===== src/rtl/i2s_tdm_master.sv =====
// Frame serialiser for I2S, left-justified and DSP/TDM pulse framing, fed whole
// frames through a one-entry holding register; reports frame loads and underruns.
//
// state | meaning
// IDLE  | ck/ws/sd parked low, divider and bit counter cleared
// RUN   | bit clock running, frames shifted out back to back
module i2s_tdm_master #(
    parameter int CHANNELS    = 2,
    parameter int SLOT_BITS   = 32,
    parameter int SAMPLE_BITS = 32,
    parameter int CK_DIV      = 1,
    parameter int MODE        = 0
) (
    input  logic                            clk,
    input  logic                            rst,
    input  logic                            en,
    input  logic                            in_valid,
    output logic                            in_ready,
    input  logic [CHANNELS*SAMPLE_BITS-1:0] in_data,
    output logic                            i2s_ck,
    output logic                            i2s_ws,
    output logic                            i2s_sd,
    output logic                            frame_start,
    output logic                            underrun
);
    localparam int F  = CHANNELS * SLOT_BITS;
    localparam int BW = (F > 1) ? $clog2(F) : 1;
    localparam int DW = (CK_DIV > 1) ? $clog2(CK_DIV) : 1;
    localparam logic [BW-1:0] BIT_LAST = BW'(F - 1);
    localparam logic [BW-1:0] BIT_HALF = BW'(F / 2);
    localparam logic [DW-1:0] DIV_LAST = DW'(CK_DIV - 1);

    typedef enum logic {IDLE, RUN} state_t;

    state_t                          state_q, state_d;
    logic [DW-1:0]                   div_q, div_d;
    logic [BW-1:0]                   bit_q, bit_d;
    logic                            ck_q, ck_d;
    logic                            ws_q, ws_d;
    logic [F-1:0]                    shift_q, shift_d;
    logic [F-1:0]                    frame_img;
    logic                            hold_valid;
    logic [CHANNELS*SAMPLE_BITS-1:0] hold_data;
    logic                            div_tc;
    logic                            ck_fall;
    logic                            bit_wrap;
    logic                            load;

    // Word select for the bit currently on sd; MODE 0 leads the data by one bit.
    function automatic logic ws_at(input logic [BW-1:0] b);
        logic w;
        case (MODE)
            0:       w = (b == BIT_LAST) ? 1'b0 : (b >= BIT_HALF - BW'(1));
            1:       w = (b >= BIT_HALF);
            default: w = (b == BIT_LAST);
        endcase
        return w;
    endfunction

    // Frame image with frame bit 0 at the MSB; padding bits stay zero.
    always_comb begin
        frame_img = '0;
        if (hold_valid) begin
            for (int n = 0; n < CHANNELS; n++) begin
                frame_img[F-1-n*SLOT_BITS -: SAMPLE_BITS] = hold_data[n*SAMPLE_BITS +: SAMPLE_BITS];
            end
        end
    end

    assign div_tc   = (div_q == DIV_LAST);
    assign ck_fall  = (state_q == RUN) && div_tc && ck_q;
    assign bit_wrap = (bit_q == BIT_LAST);
    assign load     = !rst && en && ((state_q == IDLE) || (ck_fall && bit_wrap));
    assign in_ready = !hold_valid && !load;

    assign i2s_ck = ck_q;
    assign i2s_ws = ws_q;
    assign i2s_sd = shift_q[F-1];

    always_comb begin
        state_d = state_q;
        div_d   = div_q;
        bit_d   = bit_q;
        ck_d    = ck_q;
        ws_d    = ws_q;
        shift_d = shift_q;
        if (!en) begin
            state_d = IDLE;
            div_d   = '0;
            bit_d   = '0;
            ck_d    = 1'b0;
            ws_d    = 1'b0;
            shift_d = '0;
        end else if (state_q == IDLE) begin
            state_d = RUN;
            div_d   = '0;
            bit_d   = '0;
            ck_d    = 1'b0;
            ws_d    = ws_at('0);
            shift_d = frame_img;
        end else if (div_tc) begin
            div_d = '0;
            ck_d  = !ck_q;
            if (ck_q) begin
                if (bit_wrap) begin
                    bit_d   = '0;
                    shift_d = frame_img;
                end else begin
                    bit_d   = bit_q + BW'(1);
                    shift_d = {shift_q[F-2:0], 1'b0};
                end
                ws_d = ws_at(bit_d);
            end
        end else begin
            div_d = div_q + DW'(1);
        end
    end

    always_ff @(posedge clk or posedge rst) begin
        if (rst) begin
            state_q     <= IDLE;
            div_q       <= '0;
            bit_q       <= '0;
            ck_q        <= 1'b0;
            ws_q        <= 1'b0;
            shift_q     <= '0;
            hold_valid  <= 1'b0;
            hold_data   <= '0;
            frame_start <= 1'b0;
            underrun    <= 1'b0;
        end else begin
            state_q     <= state_d;
            div_q       <= div_d;
            bit_q       <= bit_d;
            ck_q        <= ck_d;
            ws_q        <= ws_d;
            shift_q     <= shift_d;
            frame_start <= load;
            underrun    <= load && !hold_valid;
            if (load) begin
                hold_valid <= 1'b0;
            end else if (in_valid && in_ready) begin
                hold_valid <= 1'b1;
                hold_data  <= in_data;
            end
        end
    end
endmodule


===== config.mk =====
export PLATFORM = sky130hd
export DESIGN_NAME = i2s_tdm_master
export DESIGN_NICKNAME = d
export VERILOG_FILES = /design/src/rtl/i2s_tdm_master.sv
export SDC_FILE = /design/constraint.sdc
export NUM_CORES = 1
export LEC_CHECK = 0
export CAP_MARGIN = 0
export CELL_PAD_IN_SITES_DETAIL_PLACEMENT = 1
export CELL_PAD_IN_SITES_GLOBAL_PLACEMENT = 2
export CORE_MARGIN = 8
export CORE_UTILIZATION = 40
export DETAILED_ROUTE_END_ITERATION = 12
export GPL_ROUTABILITY_DRIVEN = 0
export GPL_TIMING_DRIVEN = 1
export PLACE_DENSITY_LB_ADDON = 0.1
export SLEW_MARGIN = 30
export SYNTH_ARGS = -nofsm -noshare
export SYNTH_HDL_FRONTEND = slang
export SYNTH_SLANG_ARGS = --single-unit

===== constraint.sdc =====
create_clock -name clk -period 7.82 [get_ports clk]
set_input_delay 1.564 -clock clk [delete_from_list [all_inputs] [get_ports clk]]
set_output_delay 1.564 -clock clk [all_outputs]
set_load 0.01 [all_outputs]

# Word-level counts from Yosys, hierarchy flattened
# Cells that the tools add are included.
# word_totals
regBits	141
latchBits	0
ramBits	0
rom_bits	0
elab_cells	65
mem_count	0
# classes
n_addsub	2
multipliers	0
n_div	0
order_cmp	1
eq_ne	4
shifts	0
muxes	29
bitwise	3
reduce_logical	16
# ops
op	count
$mux 64	6
$mux 6	9
$mux 1	14
$eq 6x6->1 const B	2
$logic_and 1x1->1	8
$add 6x1->6 const B	1
$ge 6x5->1 const B	1
$logic_not 1->1	4
$reduce_and 2->1	2
$ne 3x2->1 const B	1
$ne 3x3->1 const B	1
$not 1->1	3
$reduce_bool 2->1	1
$add 1x1->1 const B	1
$logic_or 1x1->1	1

# Longest topological paths before layout
# depth
depth_word	12
ltp_mapped	8
ltp_nobuf	6

# Least setup slack after synthesis
# OpenSTA, ideal clock, no wires.
# synth_timing
path_kind	input-to-output
start	input port en
end	output port in_ready
arrival_time_ns	1.977
t_required_ns	6.256
path_slack_ns	4.279
cell_stages	3
n_path_buf	0
cell_sequence	o21ai_1 nor3_4 nor2_1
# synth_via
elab_chain_len	4
# synth_rtl
item	line	text
start, declared	16	input logic en,
$logic_and 1x1->1 (2 in a row)	73	assign load = !rst && en && ((state_q == IDLE) || (ck_fall && bit_wrap));
named net load	47	logic load;
$logic_not 1->1	74	assign in_ready = !hold_valid && !load;
$logic_and 1x1->1	74	
end, declared	18	output logic in_ready,
# The timed path passes the listed nets, and every way through them passes these cells.

# Worst setup path in the final report
# Same ends and word-level chain as after synthesis.

==> out/metrics.cfg <==
[outcome]
status = completed

[clocking]
clock_latency_ns = 0.42
clock_sinks = 140
clkSlewWorstSetupHoldPaths_ns = 0.06
cts_tree = built
cts_resized = 0
postCtsSetupBuffers = 0
cts_htree_levels = 4
postCtsHoldBufs = 0
clock_path_buffers = 2
cts_buffers = 17
cts_root_buffer = clkbuf_16

[route]
firstDrtPassIters = 4
via_per_inst = 5.15
ant_nets = 0
wl_per_cell_um = 17.4
wl_um = 14500
drt_iter0_markers = 205
num_vias = 4288
drc = 0

[synth]
yosys_warnings = 0
ys_ff_latch = 140
synth-main-ff-cell = dfrtp_1
avgSynthCellArea_um2 = 11.3
syn_area_um2 = 6280
synthesis.nets = 624
synth_cells = 554
ys_async_sr_fraction = 1.00
synth-edff-count = 0
ys_types = 37
yosysSeqAreaShare = 0.558

[setup_path]
cp_max_fo = 66
cp-end-kind = output port
critPathKind = primary input to output port
crit_arrival_ns = 3.55
r2r_start = bit_q[0]
crit_required_ns = 6.26
startpoint = en
startpoint_type = primary input

[placed_design]
io_buffers = 73
dp_hpwl_um = 8500
dp_slack_ns = 2.66

[hold_path]
hold_class = register to register
worstHoldStart = shift_q[37]

[sta]
clock.fmax_mhz = 195
fin_ws_ns = 2.70
slew_violations = 0
fin_skew_ns = 0.00460
max-slew-margin-rel = 0.480
period_share = 0.654
setup_tns_ns = 0
hold_violations = 0
grt_setup_unrepaired = no
tightest_slew_ns = 0.779
finalCriticalPeriod_ns = 5.12
fin_hold_ws_ns = 0.486
setup_viol = 0

[die]
io-pin-count = 74
dieWidth_um = 141
start_util = 0.411
design.die.area_um2 = 20000
die_y_um = 141
fp-row-count = 45
core_um2 = 15300

[grt]
grt_max_degree = 85
grt_pass1_vias = 4666
antenna_found_initial = 0
overflow = 0
groute.usage.overall = 0.154
grt_pass1_wl_um = 24600

[power_and_ir_drop]
ir_worst_vdd_mv = 0.179
leakagePower_nw = 3.43
powerDensity_nw_per_um2 = 261

[final_layout]
area_delta_synth_final_pct = 22.3
drive_above_1_share = 0.172
nNetsFinal = 681
num_antenna_cells = 0
fillers = 1611

[flow_run]
cap_violations = 0

-- synth_stat cells, types with 2 or more instances --
cell      count  area [um2]
buf_6         7        78.8
o21ai_0       2        10.0
a21oi_1      65         325
and3_1       65         407
o31a_1        2        17.5
ha_1          2        25.0
dfrtp_1     140        3500
nand2_1      68         255
nor2_1       11        41.3
xor2_1        2        17.5
inv_1         4        15.0
mux2_4       60         901
inv_2         2        7.51
clkbuf_1     35         131
mux2_1        4        45.0
o21ai_1      64         320
-- cells in the final DEF, fill, tap and decap left out, drive strengths merged, types with 6 or more instances in the layout --
cell type and count:
a21oi 65, and3 65, buf 7, clkbuf 21, clkdlybuf4s50 73, clkinv 8
dfrtp 140, inv 6, mux2 64, nand2 68, nor2 11, o21ai 66
-- registers in the layout (all words and copies together), names as in the netlist --
register	cells
hold_data	64
bit_q	6
state_q	1
frame_start	1
shift_q	64
underrun	1
hold_valid	1
i2s_ck	1
i2s_ws	1
-- worst paths after layout --
kind | to | slack [ns] | cells past startpoint
hold / removal | shift_q[37] | 0.49 | 2
setup / recovery | in_ready | 2.70 | 6
setup reg to reg | hold_data[22] | 4.27 | 9
max in group asynchronous | hold_data[9] | 4.78 | 3
hold reg to reg | shift_q[37] | 0.49 | 2
min in group asynchronous | state_q | 1.75 | 2
-- logic make-up (layout without fill, tap and decap cells) --
kind of cell	Yosys count	count (layout)	share of synthesized area
and+or+nand+nor	154	154	0.124
AOI/OAI and AO/OA	142	142	0.120
DFF	140	140	0.558
muxes	65	65	0.152
buffers and inverters	48	116	0.0371
xor gates and xnor gates	3	3	0.00419
adders and majority gates	2	2	0.00399
-- report_power, final --
| part | internal, mW | total [mW] | switching [mW] |
|---|---|---|---|
| clock | 0.421 | 0.710 | 0.289 |
| combinational | 0.219 | 0.342 | 0.124 |
| sequential | 0.861 | 0.947 | 0.0855 |
| total | 1.50 | 2.00 | 0.498 |
-- routing by layer --
metal	track usage	wire (um)	vias to the layer above	share of wire
met4	0.0475	159	0	0.011
met2	0.238	6760	60	0.47
met1	0.203	7060	2165	0.49
li1	-	-	2052	-
met5	0	0	-	0
met3	0.0476	505	11	0.035
-- through the flow --
step / total power [mW] / std cells / util / area, um2
after floorplan: 1.19 / 554 / - / 6280
after global placement: 1.29 / 803 / 0.469 / 7150
after detailed placement: 1.30 / 803 / 0.469 / 7160
after CTS: 2.03 / 833 / 0.503 / 7670
after global routing: 2.11 / 833 / 0.503 / 7670
final: 2.00 / 833 / 0.503 / 7670
-- layout make-up --
class,instances,area [um2],area share
repair buffers,80,783,0.102
multi-input cells,366,2570,0.335
flip-flops and latches,140,3510,0.457
clock inverters,9,47.5,0.00620
inverters,6,27.5,0.00359
clock buffers,21,470,0.0613
well taps,211,264,0.0344
-- worst max-delay path, cell delays in order --
cell,delay (ns)
clkdlybuf4s50_1,0.51
o21ai_4,0.09
buf_4,0.59
nor3_4,0.11
nor2_1,0.12
clkdlybuf4s50_1,0.56
No activity file was read; power rests on OpenSTA's default activity.
